===== src/rtl/mul_reservation_station_pkg.sv =====
`default_nettype none
// ============================================================================
//  Module   : mul_reservation_station_pkg
//  Brief    : Core-wide widths, reserved tag value and the reservation
//             station entry layout shared by the multiply issue logic.
//  Revision : 1.0 - initial release
// ============================================================================
package mul_reservation_station_pkg;

   localparam int DATA_WIDTH = 32;
   localparam int TAG_WIDTH  = 6;

   // Tag 0 means "no op" on the issue port and "no broadcast" on the CDB
   localparam logic [TAG_WIDTH-1:0] TAG_NONE = '0;

   typedef struct packed {
      logic                  rdy;
      logic [DATA_WIDTH-1:0] val;
      logic [TAG_WIDTH-1:0]  tag;
   } rs_src_t;

   typedef struct packed {
      logic                 busy;
      logic [TAG_WIDTH-1:0] dest_tag;
      rs_src_t              src1;
      rs_src_t              src2;
   } rs_entry_t;

   // A pending source picks up the broadcast when its producer tag is on the CDB
   function automatic logic src_hit(input logic                 rdy,
                                    input logic [TAG_WIDTH-1:0] tag,
                                    input logic [TAG_WIDTH-1:0] cdb_tag);
      return !rdy && (cdb_tag != TAG_NONE) && (tag == cdb_tag);
   endfunction

endpackage
`default_nettype wire


===== src/rtl/mul_rs_entry.sv =====
`default_nettype none
// ============================================================================
//  Module   : mul_rs_entry
//  Brief    : One reservation station slot: holds a multiply op, snoops the
//             CDB for its pending sources and reports when fully ready.
//  Revision : 1.0 - initial release
// ============================================================================
module mul_rs_entry
   import mul_reservation_station_pkg::*;
(
   input  logic                  clk,
   input  logic                  reset,
   input  logic                  flush,
   input  logic                  alloc,
   input  logic                  issue,
   input  logic [TAG_WIDTH-1:0]  disp_dest_tag,
   input  logic                  disp_src1_rdy,
   input  logic [DATA_WIDTH-1:0] disp_src1_val,
   input  logic [TAG_WIDTH-1:0]  disp_src1_tag,
   input  logic                  disp_src2_rdy,
   input  logic [DATA_WIDTH-1:0] disp_src2_val,
   input  logic [TAG_WIDTH-1:0]  disp_src2_tag,
   input  logic [TAG_WIDTH-1:0]  cdb_tag,
   input  logic [DATA_WIDTH-1:0] cdb_data,
   output logic                  busy,
   output logic                  ready,
   output logic [TAG_WIDTH-1:0]  dest_tag,
   output logic [DATA_WIDTH-1:0] op1,
   output logic [DATA_WIDTH-1:0] op2
);

   rs_entry_t r_ent;

   logic w_byp1;
   logic w_byp2;
   logic w_cap1;
   logic w_cap2;

   // Bypass covers a source whose producer broadcasts in the dispatch cycle
   assign w_byp1 = src_hit(disp_src1_rdy, disp_src1_tag, cdb_tag);
   assign w_byp2 = src_hit(disp_src2_rdy, disp_src2_tag, cdb_tag);
   assign w_cap1 = r_ent.busy && src_hit(r_ent.src1.rdy, r_ent.src1.tag, cdb_tag);
   assign w_cap2 = r_ent.busy && src_hit(r_ent.src2.rdy, r_ent.src2.tag, cdb_tag);

   // Slot storage: alloc and issue never coincide (alloc only targets free slots)
   always_ff @(posedge clk or negedge reset) begin
      if (!reset) begin
         r_ent <= '0;
      end else if (flush || issue) begin
         r_ent <= '0;
      end else if (alloc) begin
         r_ent.busy      <= 1'b1;
         r_ent.dest_tag  <= disp_dest_tag;
         r_ent.src1.rdy  <= disp_src1_rdy | w_byp1;
         r_ent.src1.val  <= w_byp1 ? cdb_data : disp_src1_val;
         r_ent.src1.tag  <= disp_src1_tag;
         r_ent.src2.rdy  <= disp_src2_rdy | w_byp2;
         r_ent.src2.val  <= w_byp2 ? cdb_data : disp_src2_val;
         r_ent.src2.tag  <= disp_src2_tag;
      end else begin
         if (w_cap1) begin
            r_ent.src1.rdy <= 1'b1;
            r_ent.src1.val <= cdb_data;
         end
         if (w_cap2) begin
            r_ent.src2.rdy <= 1'b1;
            r_ent.src2.val <= cdb_data;
         end
      end
   end

   // Readiness is taken from registered state, so a capture this cycle
   // only makes the slot selectable from the next cycle on
   assign busy     = r_ent.busy;
   assign ready    = r_ent.busy && r_ent.src1.rdy && r_ent.src2.rdy;
   assign dest_tag = r_ent.dest_tag;
   assign op1      = r_ent.src1.val;
   assign op2      = r_ent.src2.val;

endmodule
`default_nettype wire


===== src/rtl/mul_reservation_station.sv =====
`default_nettype none
// ============================================================================
//  Module   : mul_reservation_station
//  Brief    : Reservation station and single-issue scheduler feeding the
//             pipelined multiplier; lowest-index allocation and selection.
//  Revision : 1.0 - initial release
// ============================================================================
module mul_reservation_station
   import mul_reservation_station_pkg::*;
#(
   parameter int NUM_ENTRIES = 4,
   // Widths are core-wide; entry storage is laid out with the package values
   parameter int DATA_WIDTH  = mul_reservation_station_pkg::DATA_WIDTH,
   parameter int TAG_WIDTH   = mul_reservation_station_pkg::TAG_WIDTH
) (
   input  logic                             clk,
   input  logic                             reset,
   input  logic                             flush,
   input  logic                             disp_valid,
   output logic                             disp_ready,
   input  logic [TAG_WIDTH-1:0]             disp_dest_tag,
   input  logic                             disp_src1_rdy,
   input  logic [DATA_WIDTH-1:0]            disp_src1_val,
   input  logic [TAG_WIDTH-1:0]             disp_src1_tag,
   input  logic                             disp_src2_rdy,
   input  logic [DATA_WIDTH-1:0]            disp_src2_val,
   input  logic [TAG_WIDTH-1:0]             disp_src2_tag,
   input  logic [TAG_WIDTH-1:0]             cdb_tag,
   input  logic [DATA_WIDTH-1:0]            cdb_data,
   output logic [DATA_WIDTH-1:0]            mul_op1,
   output logic [DATA_WIDTH-1:0]            mul_op2,
   output logic [TAG_WIDTH-1:0]             mul_tag,
   output logic [$clog2(NUM_ENTRIES):0]     occupancy
);

   localparam int c_OCC_W = $clog2(NUM_ENTRIES) + 1;

   logic [NUM_ENTRIES-1:0] w_busy;
   logic [NUM_ENTRIES-1:0] w_ready;
   logic [NUM_ENTRIES-1:0] w_alloc_oh;
   logic [NUM_ENTRIES-1:0] w_sel_oh;
   logic [NUM_ENTRIES-1:0] w_issue;
   logic                   w_alloc_found;
   logic                   w_sel_found;
   logic                   w_disp_fire;

   logic [TAG_WIDTH-1:0]   w_ent_tag [NUM_ENTRIES];
   logic [DATA_WIDTH-1:0]  w_ent_op1 [NUM_ENTRIES];
   logic [DATA_WIDTH-1:0]  w_ent_op2 [NUM_ENTRIES];

   logic [TAG_WIDTH-1:0]   w_sel_tag;
   logic [DATA_WIDTH-1:0]  w_sel_op1;
   logic [DATA_WIDTH-1:0]  w_sel_op2;

   logic [TAG_WIDTH-1:0]   r_mul_tag;
   logic [DATA_WIDTH-1:0]  r_mul_op1;
   logic [DATA_WIDTH-1:0]  r_mul_op2;
   logic [c_OCC_W-1:0]     r_occ;

   assign disp_ready  = ~&w_busy;
   assign w_disp_fire = disp_valid && disp_ready && !flush;
   assign w_issue     = w_sel_oh;

   // Lowest-index free slot gets the dispatch; lowest-index ready slot issues
   always_comb begin
      w_alloc_oh    = '0;
      w_alloc_found = 1'b0;
      w_sel_oh      = '0;
      w_sel_found   = 1'b0;
      w_sel_tag     = '0;
      w_sel_op1     = '0;
      w_sel_op2     = '0;
      for (int i = 0; i < NUM_ENTRIES; i++) begin
         if (!w_busy[i] && !w_alloc_found) begin
            w_alloc_oh[i] = 1'b1;
            w_alloc_found = 1'b1;
         end
         if (w_ready[i] && !w_sel_found) begin
            w_sel_oh[i] = 1'b1;
            w_sel_found = 1'b1;
            w_sel_tag   = w_ent_tag[i];
            w_sel_op1   = w_ent_op1[i];
            w_sel_op2   = w_ent_op2[i];
         end
      end
   end

   generate
      for (genvar g = 0; g < NUM_ENTRIES; g++) begin : g_entry
         mul_rs_entry u_entry (
            .clk           (clk),
            .reset         (reset),
            .flush         (flush),
            .alloc         (w_disp_fire && w_alloc_oh[g]),
            .issue         (w_issue[g]),
            .disp_dest_tag (disp_dest_tag),
            .disp_src1_rdy (disp_src1_rdy),
            .disp_src1_val (disp_src1_val),
            .disp_src1_tag (disp_src1_tag),
            .disp_src2_rdy (disp_src2_rdy),
            .disp_src2_val (disp_src2_val),
            .disp_src2_tag (disp_src2_tag),
            .cdb_tag       (cdb_tag),
            .cdb_data      (cdb_data),
            .busy          (w_busy[g]),
            .ready         (w_ready[g]),
            .dest_tag      (w_ent_tag[g]),
            .op1           (w_ent_op1[g]),
            .op2           (w_ent_op2[g])
         );
      end
   endgenerate

   // Issue register: bubble (tag 0, zero operands) whenever nothing is ready
   always_ff @(posedge clk or negedge reset) begin
      if (!reset) begin
         r_mul_tag <= '0;
         r_mul_op1 <= '0;
         r_mul_op2 <= '0;
      end else if (flush) begin
         r_mul_tag <= '0;
         r_mul_op1 <= '0;
         r_mul_op2 <= '0;
      end else begin
         r_mul_tag <= w_sel_tag;
         r_mul_op1 <= w_sel_op1;
         r_mul_op2 <= w_sel_op2;
      end
   end

   // Busy-entry count: +1 per accepted dispatch, -1 per issue
   always_ff @(posedge clk or negedge reset) begin
      if (!reset) begin
         r_occ <= '0;
      end else if (flush) begin
         r_occ <= '0;
      end else begin
         r_occ <= r_occ + c_OCC_W'(w_disp_fire) - c_OCC_W'(w_sel_found);
      end
   end

   assign mul_tag   = r_mul_tag;
   assign mul_op1   = r_mul_op1;
   assign mul_op2   = r_mul_op2;
   assign occupancy = r_occ;

endmodule
`default_nettype wire


===== config.mk =====
export PLATFORM = sky130hd
export DESIGN_NAME = mul_reservation_station
export DESIGN_NICKNAME = d
export VERILOG_FILES = /design/src/rtl/mul_reservation_station_pkg.sv /design/src/rtl/mul_rs_entry.sv /design/src/rtl/mul_reservation_station.sv
export SDC_FILE = /design/constraint.sdc
export NUM_CORES = 1
export LEC_CHECK = 0
export ABC_CLOCK_PERIOD_IN_PS = 2920
export BUFFER_PORTS_ARGS = -buffer_cell sky130_fd_sc_hd__buf_2
export CAP_MARGIN = 40
export CORE_MARGIN = 3
export CORE_UTILIZATION = 54
export CTS_CLUSTER_SIZE = 40
export DETAILED_ROUTE_END_ITERATION = 6
export HOLD_SLACK_MARGIN = 0.02
export PLACE_DENSITY = 0.76
export SETUP_SLACK_MARGIN = 0.1
export SYNTH_ARGS = -nofsm -noshare
export SYNTH_HDL_FRONTEND = slang
export SYNTH_SLANG_ARGS = --single-unit

===== constraint.sdc =====
create_clock -name clk -period 2.92 [get_ports clk]
set_clock_uncertainty 0.2 [all_clocks]
set_input_delay 0.584 -clock clk [delete_from_list [all_inputs] [get_ports clk]]
set_output_delay 0.584 -clock clk [all_outputs]
set_load 0.005 [all_outputs]

==> out/qor.yml <==
floorplan:
  fp.dieH_um: 208
  start_util_pct: 55.0
  die_w_um: 208
  ios: 200
  coreArea_mm2: 0.0399
  dieArea_mm2: 0.0431
  rows: 73
yosys:
  synth_warnings: 0
  ys_seq_area_share_pct: 47.1
  syn_avg_cell_area_um2: 10.8
  ys.flop_type: "dfrtp_1"
  syn-num-nets: 2168
  yosysUniqueCellTypes: 58
  syn_area_mm2: 0.0219
  synth_cells: 2039
  ys_async_sr_fraction_pct: 100
  synth-edff-count: 0
  synth_seq_cells: 413
place:
  pre_cts_ws_ns: 0.0576
  postPlaceCellArea_mm2: 0.0237
  hpwlAfterDp_um: 43200
  gp_congestion: 0.954
  numPortBuffers: 199
drt:
  vias: 18800
  wl_per_cell_um: 26.5
  dr.pass1.iters: 6
  detailedRoute.firstIterationViolations: 2179
  ant_nets: 0
  drcViolationCount: 0
  viasPerCell: 6.93
  routed_wl_um: 71900
pwr:
  p_comb_share_pct: 11.4
  leakage_uw: 0.0123
  peakVddDrop_mv: 0.389
  switching_share_pct: 26.3
  p_per_area_mw_per_mm2: 537
  power_switching_uw: 3570
  p_clk_share_pct: 43.6
  power_frac_seq_pct: 45.0
  intPower_uw: 10000
timing:
  max_freq_mhz: 377
  report.final.slew_viol_count: 0
  setup_slack_ns: 0.268
  tns_ns: 0
  layout_min_cycle_time_ns: 2.65
  tightestPinTransition_ns: 0.948
  slew-limit-headroom_pct: 36.8
  timing.final.crit_share_pct: 90.8
  setup_viol: 0
  hold_viol: 0
  rsz0062_at_grt: "false"
grt:
  grt-ovfl-total: 0
  grt_pass1_wl_um: 112000
  grt_start_max_net_pins: 76
  antenna_found_initial: 10
  track_usage_pct: 32.4
  grt_pass1_vias: 19200
clock_tree:
  cts_sinks: 413
  clk_latency_ns: 0.61
  cts-root-buf: "clkbuf_16"
  cts_tree: "built"
  cts_htree_levels: 2
  clk_pin_slew_ns: 0.06
  cts_buffers: 44
  ctsLongestPathBuffers: 3
setup_path:
  startpoint_type: "flop"
  cp.required_ns: 3.17
  crit_type: "flop to flop"
  cp_max_fo: 50
  max_stage_delay_ns: 0.43
  cp_cell_sequence: "and3_2 > buf_4 > nor4_4 > buf_12 > or3_1 > buf_12 > o22ai_1"
  path_common_cell: "buf_12"
  end_kind: "flop"
  worstPathArrival_ns: 2.90
  cp_slowest_cell: "dfrtp_1"
cells_and_area:
  fin_nets: 2275
  drive_gt1_share_pct: 24.1
  fillerInstances: 3066
  final_common_cell: "dfrtp_1"
  final-seq-area_mm2: 0.0103
  final_cell_mix: "dfrtp_1, nand2_1, buf_2"
  design_area_mm2: 0.0253
  area_growth_pct: 15.2
  multi_input_comb_area_mm2: 0.0102
worst_hold_path:
  hp-class: "input port to flop"
status:
  outcome: "finished, final reports clean"
run:
  cap_violations: 0
==> through the flow <==
step | cells | power [uW] | utilization [%] | hold WS, ns
final | 2713 | 13600 | 63.4 | 0.0451
after floorplan | 2039 | 7070 | - | 0.0884
after global routing | 2712 | 14000 | 63.4 | 0.0586
after global placement | 2623 | 7660 | 59.4 | 0.274
after CTS | 2704 | 13600 | 63.3 | 0.0259
after detailed placement | 2624 | 7720 | 59.5 | 0.279
==> sequential cells by signal, indices dropped and copies added (netlist names) <==
name,count
mul_op1,32
g_entry.u_entry.busy,4
g_entry.u_entry.dest_tag,24
g_entry.u_entry.op2,128
mul_tag,6
occupancy,3
mul_op2,32
g_entry.u_entry.op1,128
g_entry.u_entry.r_ent,56
==> cell usage after synthesis (all sizes together) (12+ instances only) <==
cell | count | area share, %
clkbuf | 147 | 2.5
nor3 | 16 | 0.51
a22o | 54 | 2.2
and2 | 37 | 1.1
nand2 | 209 | 3.6
o22ai | 131 | 3.7
and3 | 24 | 0.68
a21oi | 73 | 1.7
buf | 88 | 2.5
nor2 | 12 | 0.21
dfrtp | 413 | 47
nand3 | 31 | 0.73
o221a | 32 | 1.6
a221o | 102 | 4.7
inv | 100 | 1.7
xor2 | 61 | 2.4
a221oi | 192 | 10
o21ai | 74 | 1.7
mux2i | 190 | 8.7
==> final cells by class <==
| cell class | instances | share of cell area [%] |
|---|---|---|
| sequential | 413 | 40.9 |
| multi-input combinational | 1291 | 40.4 |
| timing repair buffer | 296 | 8.52 |
| clock buffer | 60 | 4.99 |
| tap | 525 | 2.60 |
| inverter | 100 | 1.48 |
| clock inverter | 19 | 1.03 |
| antenna | 9 | 0.0890 |
==> power groups by stage <==
stage / Combinational (uW) / Clock, uW / Sequential (uW)
finish: 1550 / 5920 / 6110
global route: 1660 / 6200 / 6130
global placement: 1470 / 0 / 6190
floorplan: 910 / 0 / 6160
CTS: 1530 / 5950 / 6100
detailed placement: 1520 / 0 / 6200
==> cell families after synthesis <==
logic type | after synthesis | synth area share (%)
buf+inv | 335 | 6.71
compound gates | 681 | 27.1
mux | 190 | 8.66
simple gates | 355 | 7.80
xor+xnor | 62 | 2.47
fa+ha+maj | 3 | 0.205
flops | 413 | 47.1
==> worst max-delay path: cells and delay by family, from the launching register on <==
family | cells | cell delay [ns]
AOI/OAI and AO/OA | 1 | 0.12
and+or+nand+nor | 3 | 0.94
buffers and inverters | 3 | 0.80
DFF | 1 | 0.43
==> metal layers <==
layer	GRT usage [%]	routed length, um	vias to the layer above
met2	50.7	33100	1242
li1	-	-	7946
met1	44.7	28800	9406
met3	5.98	7440	213
met4	14.0	2580	0
met5	0	0	-
==> worst paths after layout <==
path	startpoint	end	slack, ns	cells after the start
min in group asynchronous	reset	mul_op2[7]$_DFF_PN0_	0.34	2
worst max-delay path	g_entry[1].u_entry.r_ent[77]$_DFFE_PN0P_	g_entry[3].u_entry.op2[1]$_DFFE_PN0P_	0.27	7
worst min register to register	g_entry[0].u_entry.dest_tag[4]$_DFFE_PN0P_	g_entry[0].u_entry.dest_tag[4]$_DFFE_PN0P_	0.29	2
worst min-delay path	disp_dest_tag[5]	g_entry[0].u_entry.dest_tag[5]$_DFFE_PN0P_	0.05	3
max in group asynchronous	reset	mul_op1[27]$_DFF_PN0_	1.26	4
worst max register to register	g_entry[1].u_entry.r_ent[77]$_DFFE_PN0P_	g_entry[3].u_entry.op2[1]$_DFFE_PN0P_	0.27	7
==> timing repair <==
item	4_1_cts	5_1_grt
endpoints found under the setup margin	0	1
hold buffers	1	0
hold endpoints to repair	55	0
resized for setup	0	1
buffers inserted	0	0
No activity file was read; power rests on OpenSTA's default activity.
